--- src/rtl/hazard_fwd_ctrl.sv ---
// Pipeline sequencing controller: load-use stall, taken-branch squash and
// registered ALU operand-select generation for the ID/EX boundary.
module hazard_fwd_ctrl #(
  parameter int STALL_CYCLES = 1,
  parameter int FLUSH_CYCLES = 1
) (
  input  logic       Clk,
  input  logic       Rst,
  input  logic [4:0] ID_Rs,
  input  logic [4:0] ID_Rt,
  input  logic       ID_UsesRt,
  input  logic [4:0] EX_Rd,
  input  logic       EX_RegWrite,
  input  logic       EX_MemRead,
  input  logic       Branch_Taken,
  output logic       PC_Write,
  output logic       IFID_Write,
  output logic       IFID_Flush,
  output logic       IDEX_Bubble,
  output logic [1:0] SelA,
  output logic [1:0] SelB,
  output logic       Stalled
);

  typedef enum logic [1:0] {RUN = 2'd0, STALL = 2'd1, FLUSH = 2'd2} state_t;

  localparam logic [2:0] STALL_LOAD = 3'(STALL_CYCLES - 1);
  localparam logic [2:0] FLUSH_LOAD = 3'(FLUSH_CYCLES - 1);
  localparam logic [1:0] SEL_RF     = 2'b00;
  localparam logic [1:0] SEL_EXMEM  = 2'b01;
  localparam logic [1:0] SEL_ZERO   = 2'b10;

  state_t     state_q, state_d;
  logic [2:0] cnt_q, cnt_d;
  logic [1:0] sela_q, sela_d;
  logic [1:0] selb_q, selb_d;
  logic       stalled_q, stalled_d;

  logic rd_nz, hz, fwd_a, fwd_b;

  assign rd_nz = (EX_Rd != 5'd0);
  assign hz    = EX_MemRead & EX_RegWrite & rd_nz &
                 ((EX_Rd == ID_Rs) | (ID_UsesRt & (EX_Rd == ID_Rt)));
  assign fwd_a = EX_RegWrite & !EX_MemRead & rd_nz & (EX_Rd == ID_Rs);
  assign fwd_b = EX_RegWrite & !EX_MemRead & rd_nz & ID_UsesRt & (EX_Rd == ID_Rt);

  always_comb begin
    state_d     = state_q;
    cnt_d       = cnt_q;
    PC_Write    = 1'b1;
    IFID_Write  = 1'b1;
    IFID_Flush  = 1'b0;
    IDEX_Bubble = 1'b0;
    unique case (state_q)
      RUN, STALL: begin
        // A taken branch squashes the ID instruction, so any pending stall is moot.
        if (Branch_Taken) begin
          IFID_Flush  = 1'b1;
          IDEX_Bubble = 1'b1;
          if (FLUSH_CYCLES > 1) begin
            state_d = FLUSH;
            cnt_d   = FLUSH_LOAD;
          end else begin
            state_d = RUN;
            cnt_d   = 3'd0;
          end
        end else if (state_q == STALL) begin
          PC_Write    = 1'b0;
          IFID_Write  = 1'b0;
          IDEX_Bubble = 1'b1;
          cnt_d       = cnt_q - 3'd1;
          if (cnt_q == 3'd1) state_d = RUN;
        end else if (hz) begin
          PC_Write    = 1'b0;
          IFID_Write  = 1'b0;
          IDEX_Bubble = 1'b1;
          if (STALL_CYCLES > 1) begin
            state_d = STALL;
            cnt_d   = STALL_LOAD;
          end
        end
      end
      FLUSH: begin
        IFID_Flush  = 1'b1;
        IDEX_Bubble = 1'b1;
        if (Branch_Taken) begin
          cnt_d = FLUSH_LOAD;
        end else begin
          cnt_d = cnt_q - 3'd1;
          if (cnt_q == 3'd1) state_d = RUN;
        end
      end
      default: begin
        state_d = RUN;
        cnt_d   = 3'd0;
      end
    endcase
    if (!Rst) begin
      PC_Write    = 1'b0;
      IFID_Write  = 1'b0;
      IFID_Flush  = 1'b1;
      IDEX_Bubble = 1'b1;
    end
  end

  assign sela_d    = IDEX_Bubble ? SEL_ZERO : (fwd_a ? SEL_EXMEM : SEL_RF);
  assign selb_d    = IDEX_Bubble ? SEL_ZERO : (fwd_b ? SEL_EXMEM : SEL_RF);
  assign stalled_d = (state_d == STALL);

  always_ff @(posedge Clk) begin
    if (!Rst) begin
      state_q   <= RUN;
      cnt_q     <= 3'd0;
      sela_q    <= SEL_RF;
      selb_q    <= SEL_RF;
      stalled_q <= 1'b0;
    end else begin
      state_q   <= state_d;
      cnt_q     <= cnt_d;
      sela_q    <= sela_d;
      selb_q    <= selb_d;
      stalled_q <= stalled_d;
    end
  end

  assign SelA    = sela_q;
  assign SelB    = selb_q;
  assign Stalled = stalled_q;

endmodule
--- config.mk ---
export PLATFORM = sky130hd
export DESIGN_NAME = hazard_fwd_ctrl
export DESIGN_NICKNAME = d
export VERILOG_FILES = /design/src/rtl/hazard_fwd_ctrl.sv
export SDC_FILE = /design/constraint.sdc
export NUM_CORES = 1
export LEC_CHECK = 0
export ABC_CLOCK_PERIOD_IN_PS = 2200
export CORE_MARGIN = 3
export CORE_UTILIZATION = 38
export CTS_CLUSTER_SIZE = 12
export DETAILED_ROUTE_END_ITERATION = 12
export HOLD_SLACK_MARGIN = 0.15
export PLACE_DENSITY_LB_ADDON = 0.15
export SLEW_MARGIN = 10
export SYNTH_ARGS = -nofsm -noshare
export SYNTH_HDL_FRONTEND = slang
export SYNTH_SLANG_ARGS = --single-unit
--- constraint.sdc ---
create_clock -name Clk -period 2.2 [get_ports Clk]
set_clock_uncertainty 0.05 [all_clocks]
set_input_delay 0.44 -clock Clk [delete_from_list [all_inputs] [get_ports Clk]]
set_output_delay 0.44 -clock Clk [all_outputs]
set_load 0.01 [all_outputs]
# --- Yosys cells after proc, flatten, opt, wreduce, memory -nomap -nowiden ---
# Index checks and enable logic that the tools add are counted.
word_totals:
  register_bits: 10
  input_bits: 21
  output_inout_bits: 9
  elab_cells: 57
op_classes:
  n_addsub: 1
  n_eq_ne: 7
  mux: 26
  n_bitwise: 11
  n_reduce_logical: 5
ops:
  columns: ["cell", "count"]
  rows:
  - ["$mux W1", 13]
  - ["$mux W2", 6]
  - ["$eq A5 B5 Y1", 2]
  - ["$and A1 B1 Y1", 9]
  - ["$mux W3", 3]
  - ["$pmux W3 S2", 1]
  - ["$reduce_bool A5 Y1", 1]
  - ["$eq A2 B1 Y1 const B", 2]
  - ["$pmux W1 S2", 2]
  - ["$pmux W2 S2", 1]
  - ["$reduce_or A2 Y1", 2]
  - ["$eq A3 B1 Y1 const B", 1]
  - ["$ne A3 B3 Y1 const B", 1]
  - ["$sub A3 B1 Y3 const B", 1]
  - ["$eq A2 B2 Y1 const B", 1]
  - ["$logic_not A2 Y1", 1]
  - ["$logic_not A1 Y1", 1]
  - ["$not A1 Y1", 1]
  - ["$or A1 B1 Y1", 1]

# --- Longest topological paths before layout ---
# Gate-level depths: netlist (run 1).
depth:
  word_depth: 10
  mapped_depth: 6

# --- Least setup slack after synthesis (run 1) ---
# No wires, ideal clock.
synth_path:
  path_type: "input port to output port"
  from: "input EX_Rd[4]"
  to: "output PC_Write"
  t_arrival_ps: 1651
  t_required_ps: 1710
  path_slack_ps: 59
  cell_stages: 6
  path_buffers: 1
  cell_sequence: "xor2_1 > nor4_1 > nand3_1 > and2_4 > o311a_1 > buf_4"
synth_via:
  elab_chain_cells: 9
  word_cells_on_any_way: 12
synth_rtl:
  columns: ["item", "line_no", "rtl"]
  rows:
  - ["start, declared", "12", "input logic [4:0] EX_Rd,"]
  - ["$eq A5 B5 Y1", "43", "((EX_Rd == ID_Rs) | (ID_UsesRt & (EX_Rd == ID_Rt)));"]
  - ["$and A1 B1 Y1", "43", null]
  - ["$or A1 B1 Y1", "43", null]
  - ["$and A1 B1 Y1 *", "42", "assign hz = EX_MemRead & EX_RegWrite & rd_nz &"]
  - ["$mux W1 * (5 in series)", null, null]
  - ["end, declared", "16", "output logic PC_Write,"]
# Mark *: on every way between the ends. The rest lies on a longest branch, timed or not.

# --- Worst setup path in the final report (run 1) ---
layout_path:
  from: "input EX_Rd[1]"
  to: "output IFID_Write"
layout_via:
  elab_chain_cells: 9
  word_cells_on_any_way: 12
layout_rtl:
  columns: ["item", "line_no", "rtl"]
  rows:
  - ["$eq A5 B5 Y1", "43", null]
  - ["$and A1 B1 Y1", "43", null]
  - ["$or A1 B1 Y1", "43", null]
  - ["$and A1 B1 Y1 *", "42", null]
  - ["$mux W1 *", "73", "end else if (hz) begin"]
  - ["$mux W1 *", "67", "end else if (state_q == STALL) begin"]
  - ["$mux W1 *", "57", "if (Branch_Taken) begin"]
  - ["$mux W1 *", "54", "unique case (state_q)"]
  - ["$mux W1 *", "98", "if (!Rst) begin"]
  - ["end, declared", "17", "output logic IFID_Write,"]
# Marked as above.

==> results of run 1 <==
-- cell type report --
class / instances / area, µm²
Multi-Input combinational cell: 53 / 408
Timing Repair Buffer: 41 / 367
Fill cell: 103 / 349
Sequential cell: 9 / 183
Clock buffer: 4 / 26.3
Tap cell: 15 / 18.8
Inverter: 4 / 15.0
-- Yosys cell counts --
master and count:
a211oi_1 1, a21oi_1 3, and2_4 1, buf_2 1, buf_4 3, dfxtp_1 9
ha_1 2, inv_1 4, nand2_1 4, nand2_2 1, nand2b_1 1, nand3_1 5
nor2_1 8, nor2b_1 1, nor3_1 2, nor3b_1 2, nor4_1 1, o21ai_0 1
o21ai_1 2, o311a_1 1, o31ai_1 1, o41ai_2 1, or3_1 1, or4_1 2
xnor2_1 5, xor2_1 7
-- worst max-delay path, cell delays in order --
cell and delay, ps:
clkdlybuf4s15_1 220, xor2_1 180, nor3_1 230, nand3_1 150
and2_4 200, o311a_4 380, buf_6 120
-- layer usage --
layer	GRT usage, %	vias to the layer above	wire [µm]
li1	-	317	-
met1	20.5	299	762
met2	36.4	21	1050
met3	7.17	11	124
met4	11.7	0	79
met5	0	-	0
-- timing repair --
| action | CTS | global route |
|---|---|---|
| setup buffers | 1 | 1 |
| pin swaps | 12 | 5 |
| resized for setup | 55 | 13 |
| setup endpoints to repair | 4 | 4 |
-- sequential cells by signal, summed over array words and instances (netlist names) --
name     flops
state_q      2
SelB         1
Stalled      1
SelA         2
cnt_q        3
-- how the worst max path moves through the flow --
| stage | to | slack [ps] | depth (start not counted) |
|---|---|---|---|
| floorplan | PC_Write | 60 | 6 |
| global placement | PC_Write | -770 | 7 |
| detailed placement | IFID_Write | -900 | 7 |
| CTS | IFID_Write | -70 | 7 |
| global route | PC_Write | -280 | 7 |
| finish | IFID_Write | -220 | 7 |
-- logic make-up (layout without fill, tap and decap cells) --
family                   count (synthesis)  in the layout
AND/OR/NAND/NOR                         29             29
flip-flops                               9              9
XOR/XNOR                                12             12
buffers and inverters                    8             49
AO/OA/AOI/OAI                           10             10
adder cells (fa/ha/maj)                  2              2
-- per-stage QoR --
step | power (µW) | hold slack (ps)
3_3_place_gp | 271 | 417
6_report | 420 | 480
3_5_place_dp | 271 | 438
2_1_floorplan | 202 | 404
5_1_grt | 438 | 520
4_1_cts | 404 | 479
-- layout by cell type (no fill, tap or decap), types with 2 or more instances in the layout --
| cell type | instances |
|---|---|
| or4_1 | 2 |
| xnor2_1 | 5 |
| nor3b_1 | 2 |
| buf_2 | 3 |
| dfxtp_2 | 2 |
| nand2_1 | 4 |
| nor3_1 | 2 |
| dlygate4sd2_1 | 5 |
| buf_4 | 12 |
| ha_1 | 2 |
| nand3_1 | 5 |
| dfxtp_1 | 7 |
| buf_6 | 6 |
| a21oi_1 | 3 |
| nor2_1 | 8 |
| clkdlybuf4s50_1 | 12 |
| inv_1 | 4 |
| xor2_1 | 5 |
| clkbuf_4 | 3 |
-- power groups by stage --
stage	registers, µW	logic, µW	clock network (µW)
after global placement	168	103	0
after CTS	164	99.8	139
after floorplan	169	33.3	0
after global routing	164	127	146
final	164	119	136
after detailed placement	168	103	0
==> flow_metrics.py, run 1 <==
metrics = {
    "run_status": {
        "status": "complete, but fails checks",
        "violations": "setup timing",
    },
    "detailed_routing": {
        "dr.pass1.iters": 4,
        "wl_per_cell_um": 16.0,
        "initialDrtViolationCount": 8,
        "vias": 648,
        "via_per_inst": 5.14,
        "ant_nets": 0,
        "wl_um": 2010,
        "drc": 0,
    },
    "logic_synthesis": {
        "synth_area_um2": 574,
        "synth_top_cell_area_share_pct": 31.4,
        "synth_top_family_by_area": "simple AND/OR/NAND/NOR gates",
        "synth-compound-area-share_pct": 12.4,
        "ys_types": 26,
        "seq_area_frac_synth_pct": 31.4,
        "yosys.area_share.adder_pct": 4.36,
        "yosysWarnings": 0,
        "synth_cells": 70,
        "synth-seq-cells": 9,
        "synthSimpleGateAreaFrac_pct": 26.1,
        "synth_xor_area_share_pct": 18.3,
        "synth_nets": 93,
        "synth_mux_area_share_pct": 0,
        "synth_top_area_cell": "dfxtp_1",
        "postSynthAreaPerCell_um2": 8.20,
        "yosys-top-cells-area": "dfxtp_1 (31%), xor2_1 (11%), xnor2_1 (7.6%)",
    },
    "timing": {
        "drv_slew": 0,
        "timing.final.crit_share_pct": 110,
        "period_needed_ps": 2420,
        "hold_violations": 0,
        "worst_slew_pin_slew_ps": 300,
        "tns_ps": -516,
        "timing.fmax_ghz": 0.413,
        "max_slew_margin_pct": 79.9,
        "grt_setup_unrepaired": "yes",
        "fin_ws_ps": -220,
        "setup_viol": 3,
    },
    "worst_setup_path": {
        "worst_setup_path_start_kind": "input port",
        "startpoint": "EX_Rd[1]",
        "r2r-start": "state_q[1]$_SDFF_PN0_",
        "cp.required_ps": 1710,
        "crit_type": "in -> out",
        "reg2reg_depth": 6,
        "reg2reg_to": "SelB[0]$_SDFF_PP0_",
        "worstPathArrival_ps": 1930,
        "critPathMaxFanout": 3,
        "reg2reg_setup_slack_ps": 500,
        "crit_path_end_kind": "primary output",
    },
    "die": {
        "die_w_um": 44.9,
        "dieArea_mm2": 0.00201,
        "core-area_mm2": 0.00137,
        "start_util_pct": 42.0,
        "io_pins": 30,
        "die_h_um": 44.9,
        "rows": 13,
    },
    "pwr": {
        "p_per_area_mw_per_mm2": 413,
        "power_frac_comb_pct": 28.4,
        "p_clk_share_pct": 32.5,
        "p_int_uw": 303,
        "power_leakage_uw": 0.000411,
        "switchingPower_uw": 117,
        "seqPwrFrac_pct": 39.1,
        "vdd_ir_drop_max_mv": 0.256,
        "switching_share_pct": 27.8,
    },
    "worst_hold_path": {
        "hold_start": "state_q[1]$_SDFF_PN0_",
        "hold_path.class": "reg -> reg",
        "min_path_cells": 2,
        "hold_path_end": "state_q[1]$_SDFF_PN0_",
    },
    "cells_and_area": {
        "layout-drive-gt1-share_pct": 32.4,
        "area_growth_pct": 77.1,
        "final_area_mm2": 0.00102,
        "finalNetCount": 135,
        "stdcell_count": 126,
        "antennaDiodeCount": 0,
        "final_util_pct": 74.5,
    },
    "global_route": {
        "gr-total-overflow": 0,
        "antenna_found_initial": 0,
        "grt_max_degree": 11,
        "grt_first_pass_wirelength_um": 2820,
        "first_global_vias": 620,
        "track_usage_pct": 20.5,
    },
    "placement": {
        "dp_cells": 120,
        "numPortBuffers": 29,
        "gp_congestion": 0.792,
        "pre_cts_ws_ps": -905,
        "place_hpwl_um": 1280,
        "place_area_um2": 931,
    },
    "clocking": {
        "clock_latency_ps": 270,
        "clk_pin_slew_worst_paths_ps": 60,
        "holdBufCountCts": 0,
        "clockBufferDepth": 2,
        "cts_root_buf": "clkbuf_4",
        "cts_sinks": 9,
        "numCtsBuffers": 3,
        "htreeDepth": 1,
        "cts_tree": "done",
    },
    "job": {
        "drv_cap": 0,
    },
}
(Power assumes the default switching activity.)
==> run 2, diff against run 1 <==
--- a/config.mk
+++ b/config.mk
@@ -7,8 +7,10 @@
 export LEC_CHECK = 0
 export ABC_CLOCK_PERIOD_IN_PS = 2200
-export CORE_MARGIN = 3
-export CORE_UTILIZATION = 38
+export CORE_AREA = 3 3 40 42
 export CTS_CLUSTER_SIZE = 12
 export DETAILED_ROUTE_END_ITERATION = 12
+export DIE_AREA = 0 0 43 45
+export DONT_BUFFER_PORTS = 1
+export GPL_TIMING_DRIVEN = 0
 export HOLD_SLACK_MARGIN = 0.15
 export PLACE_DENSITY_LB_ADDON = 0.15
--- a/constraint.sdc
+++ b/constraint.sdc
@@ -3,3 +3,3 @@
 set_input_delay 0.44 -clock Clk [delete_from_list [all_inputs] [get_ports Clk]]
 set_output_delay 0.44 -clock Clk [all_outputs]
-set_load 0.01 [all_outputs]
+set_load 0.005 [all_outputs]
==> flow_metrics.py, run 2 (synthesis results as in run 1) <==
metrics = {
    "pwr": {
        "power_leakage_uw": 0.000237,
        "p_per_area_mw_per_mm2": 509,
        "vdd_ir_drop_max_mv": 0.214,
    },
    "worst_setup_path": {
        "path_cells": "xor2_1 > nor4_1 > nand3_1 > and2_4 > o311a_4 > buf_4",
        "critPathMaxFanout": 3,
        "cp.required_ps": 1710,
        "crit_path_end_kind": "primary output",
        "worst_path_max_delay_cell": "o311a_4",
        "cpPeakStageDelay_ps": 380,
        "crit_type": "in -> out",
        "worstPathArrival_ps": 1660,
        "worst_setup_path_start_kind": "input port",
    },
    "cells_and_area": {
        "finalNetCount": 99,
        "fillCellCount": 146,
        "final_cell_mix": "dfxtp_1 (9), nor2_1 (8), xor2_1 (7), xnor2_1 (5), nand3_1 (5)",
        "antennaDiodeCount": 0,
        "regArea_um2": 180,
        "mostFrequentLayoutCell": "dfxtp_1",
        "layout-drive-gt1-share_pct": 16.0,
        "largest_reg_flops": 3,
        "final_area_um2": 638,
        "area_growth_pct": 11.1,
        "top_register": "cnt_q",
        "multiInputGateArea_um2": 363,
    },
    "detailed_routing": {
        "via_per_inst": 5.42,
        "vias": 488,
        "initialDrtViolationCount": 3,
        "wl_um": 1080,
        "ant_nets": 0,
        "drc": 0,
        "dr.pass1.iters": 4,
        "wl_per_cell_um": 12.0,
    },
    "timing": {
        "setup_viol": 0,
        "worst_slew_pin_slew_ps": 363,
        "hold_violations": 0,
        "max_slew_margin_pct": 75.6,
        "grt_setup_unrepaired": "no",
        "whs_ps": 255,
        "timing.fmax_ghz": 0.465,
        "timing.final.crit_share_pct": 97.8,
        "fin_ws_ps": 49.4,
        "period_needed_ps": 2150,
        "drv_slew": 0,
        "tns_ps": 0,
    },
    "global_route": {
        "track_usage_pct": 11.6,
        "grt_first_pass_wirelength_um": 1660,
        "grt_max_degree": 11,
        "antenna_found_initial": 0,
        "first_global_vias": 422,
        "gr-total-overflow": 0,
    },
    "die": {
        "die_h_um": 45,
        "core-area_mm2": 0.00128,
        "dieArea_mm2": 0.00194,
        "start_util_pct": 44.7,
        "die_w_um": 43,
        "rows": 13,
        "io_pins": 30,
    },
    "placement": {
        "place_area_um2": 593,
        "gp_congestion": 0.688,
        "pre_cts_ws_ps": 16.6,
        "numPortBuffers": 0,
        "place_hpwl_um": 890,
    },
    "clocking": {
        "htreeDepth": 1,
        "clk_pin_slew_worst_paths_ps": 60,
        "clock_latency_ps": 260,
        "clockBufferDepth": 2,
        "cts_root_buf": "clkbuf_4",
        "holdBufCountCts": 0,
        "cts_sinks": 9,
        "cts_tree": "done",
        "numCtsBuffers": 3,
    },
    "worst_hold_path": {
        "hold_path.class": "in -> reg",
    },
    "job": {
        "drv_cap": 0,
    },
    "run_status": {
        "status": "finished clean",
    },
}
run 2: cell types whose count changed in the layout (fill, tap and decap cells not counted), sizes merged:
cell	before	now
clkdlybuf4s15	1	0
clkbuf	5	4
clkdlybuf4s50	12	0
dlygate4sd2	5	0
buf	22	5
run 2: power by group:
| part | switching (µW) | total [µW] | internal [µW] |
|---|---|---|---|
| Combinational | 16.0 | 37.0 | 21.0 |
| Clock | 53.1 | 123 | 69.6 |
| Sequential | 0.763 | 165 | 164 |
run 2: stage by stage:
step | instances | util (%) | total power, µW
2_1_floorplan | 70 | - | 200
3_3_place_gp | 85 | 46.2 | 204
3_5_place_dp | 85 | 46.2 | 204
4_1_cts | 89 | 48.2 | 329
5_1_grt | 90 | 49.7 | 344
6_report | 90 | 49.7 | 325
run 2: worst paths after layout:
check / from / end / slack (ps) / cells after the start
worst max-delay path: EX_Rd[2] / PC_Write / 50 / 6
worst min-delay path: Rst / state_q[1]$_SDFF_PN0_ / 250 / 2
worst max register to register: state_q[0]$_SDFF_PN0_ / SelB[0]$_SDFF_PP0_ / 640 / 6
worst min register to register: cnt_q[1]$_SDFFE_PN0P_ / cnt_q[1]$_SDFFE_PN0P_ / 440 / 2
run 2: critical path, delay by kind of cell:
| kind | cells | cell delay, ps |
|---|---|---|
| AOI/OAI and AO/OA | 1 | 380 |
| xor gates and xnor gates | 1 | 140 |
| buffers and inverters | 1 | 140 |
| and+or+nand+nor | 3 | 560 |
run 2: layout make-up:
class | count | share of cell area (%)
multi-input cells | 53 | 56.9
flip-flops and latches | 9 | 28.2
plain buffers | 4 | 4.31
clock buffers | 4 | 4.12
well taps | 15 | 2.94
inverters | 4 | 2.35
repair buffers | 1 | 1.18
run 2: timing repair:
item	4_1_cts	5_1_grt
hold endpoints to repair	0	0
endpoints found under the setup margin	0	1
resized for setup	0	1
setup buffers	0	1
run 2: per-layer routing:
metal	track usage (%)	wire length (µm)	part of all wire, %	vias to the layer above
met5	0	0	0	-
met4	7.23	16	1.5	0
met3	3.59	108	10	2
met2	18.6	514	48	33
met1	13.6	441	41	206
li1	-	-	-	247
==> run 3, diff against run 2 <==
Settings changed: ABC_CLOCK_PERIOD_IN_PS 2200 to 1800, GPL_TIMING_DRIVEN 0 to default.
Clock period 2.2 ns to 1.8 ns, I/O delays scaled along.
==> flow_metrics.py, run 3 (synthesis results as in run 1) <==
metrics = {
    "run_status": {
        "status": "complete, but fails checks",
        "violations": "setup timing",
    },
    "timing": {
        "drv_slew": 0,
        "timing.final.crit_share_pct": 100,
        "setup_viol": 2,
        "timing.fmax_ghz": 0.555,
        "tns_ps": -5.27,
        "max_slew_margin_pct": 82.5,
        "grt_setup_unrepaired": "yes",
        "worst_slew_pin_slew_ps": 262,
        "hold_violations": 0,
        "fin_ws_ps": -2.64,
        "period_needed_ps": 1800,
    },
    "clocking": {
        "numCtsBuffers": 3,
        "cts_sinks": 9,
        "cts_root_buf": "clkbuf_4",
        "clk_pin_slew_worst_paths_ps": 60,
        "clockBufferDepth": 2,
        "clock_latency_ps": 250,
        "cts_setup_buffers": 0,
        "cts_tree": "done",
        "htreeDepth": 1,
    },
    "die": {
        "io_pins": 30,
        "start_util_pct": 44.7,
        "core-area_mm2": 0.00128,
        "rows": 13,
        "dieArea_mm2": 0.00194,
        "die_w_um": 43,
        "die_h_um": 45,
    },
    "cells_and_area": {
        "final_util_pct": 50.3,
        "regArea_um2": 180,
        "multiInputGateArea_um2": 384,
        "final_cell_mix": "dfxtp_1 (9), xor2_1 (7), nor2_1 (6), xnor2_1 (5), nand3_1 (5)",
        "layout-drive-gt1-share_pct": 16.4,
        "finalNetCount": 97,
        "largest_reg_flops": 3,
        "antennaDiodeCount": 0,
        "mostFrequentLayoutCell": "dfxtp_1",
        "area_growth_pct": 12.6,
        "fillCellCount": 142,
        "top_register": "cnt_q",
    },
    "worst_setup_path": {
        "crit_end": "IFID_Write",
        "cp.required_ps": 1390,
        "crit_path_end_kind": "primary output",
        "worst-path-stages": 5,
        "reg2reg_depth": 5,
        "reg2reg_to": "SelB[0]$_SDFF_PP0_",
        "critPathMaxFanout": 3,
        "crit_family": "simple AND/OR/NAND/NOR gates",
        "cp_num_buf_inv": 0,
        "crit_type": "in -> out",
        "startpoint": "EX_Rd[4]",
        "cpPeakStageDelay_ps": 320,
        "worst_path_max_delay_cell": "o311a_4",
        "worstPathArrival_ps": 1390,
        "r2r-start": "state_q[1]$_SDFF_PN0_",
        "reg2reg_setup_slack_ps": 260,
        "path_cells": "xor2_1 > nor4_1 > nand3_1 > and2_4 > o311a_4",
        "worst_setup_path_start_kind": "input port",
    },
    "detailed_routing": {
        "wl_per_cell_um": 12.8,
        "wl_um": 1130,
        "via_per_inst": 5.49,
        "vias": 483,
        "ant_nets": 0,
        "initialDrtViolationCount": 3,
        "dr.pass1.iters": 3,
        "drc": 0,
    },
    "global_route": {
        "gr-total-overflow": 0,
        "grt_max_degree": 9,
        "track_usage_pct": 12.6,
        "grtUsageMet1_pct": 11.4,
        "grt_first_pass_wirelength_um": 1760,
        "globalRoute.busiestLayer": "met2",
        "grt_use_met2_pct": 24.0,
        "antenna_found_initial": 0,
        "use_met3_pct": 4.78,
        "first_global_vias": 452,
    },
    "job": {
        "drv_cap": 0,
    },
    "worst_hold_path": {
        "hold_path.class": "in -> reg",
    },
    "placement": {
        "numPortBuffers": 0,
        "place_hpwl_um": 940,
        "pre_cts_ws_ps": -8.19,
        "gp_congestion": 0.712,
    },
    "pwr": {
        "vdd_ir_drop_max_mv": 0.308,
        "power_leakage_uw": 0.000232,
        "p_per_area_mw_per_mm2": 617,
    },
}
==> run 3: timing repair <==
item / CTS / global route
resized for setup: 1 / 4
hold buffers: 0 / 0
pin swaps: 0 / 2
setup endpoints to repair: 3 / 3
==> run 3: worst min path at each step <==
stage                                from                    end  depth (start not counted)
floorplan           cnt_q[1]$_SDFFE_PN0P_  cnt_q[1]$_SDFFE_PN0P_                          2
global placement    state_q[1]$_SDFF_PN0_  state_q[1]$_SDFF_PN0_                          2
detailed placement  state_q[1]$_SDFF_PN0_  state_q[1]$_SDFF_PN0_                          2
CTS                                   Rst  state_q[1]$_SDFF_PN0_                          2
global route                          Rst  state_q[1]$_SDFF_PN0_                          2
finish                                Rst  state_q[1]$_SDFF_PN0_                          2
==> run 3: per-stage QoR <==
step | std cells | cell area, µm² | total power [µW] | hold slack, ps
CTS | 88 | 617 | 401 | 169
global placement | 84 | 588 | 247 | 409
global route | 88 | 647 | 427 | 161
detailed placement | 84 | 588 | 247 | 410
finish | 88 | 647 | 399 | 175
floorplan | 70 | 574 | 244 | 404
==> run 3: final cells by class <==
class | count | area share, %
timing repair buffer | 3 | 3.48
inverter | 4 | 2.32
clock buffer | 4 | 4.06
tap | 15 | 2.90
multi-input combinational | 53 | 59.4
sequential | 9 | 27.9
==> run 3: report_power, final <==
group          leakage [µW]  internal, µW  switching (µW)  total (µW)
registers         0.0000727           201            1.16         202
clock network     0.0000150          85.1            65.5         151
logic              0.000144          26.1            20.6        46.7
total              0.000232           312            87.3         399
==> run 3: per-layer routing <==
metal | vias up | wire (µm)
met1 | 212 | 389
met2 | 22 | 591
met3 | 5 | 118
met5 | - | 0
li1 | 244 | -
met4 | 0 | 25
==> run 3: worst register-to-register path, stage by stage (launching register included) <==
cell and delay (ps):
dfxtp_1 330, buf_4 180, o21ai_1 120, nand2_1 130
or4_1 550, nor2_1 120
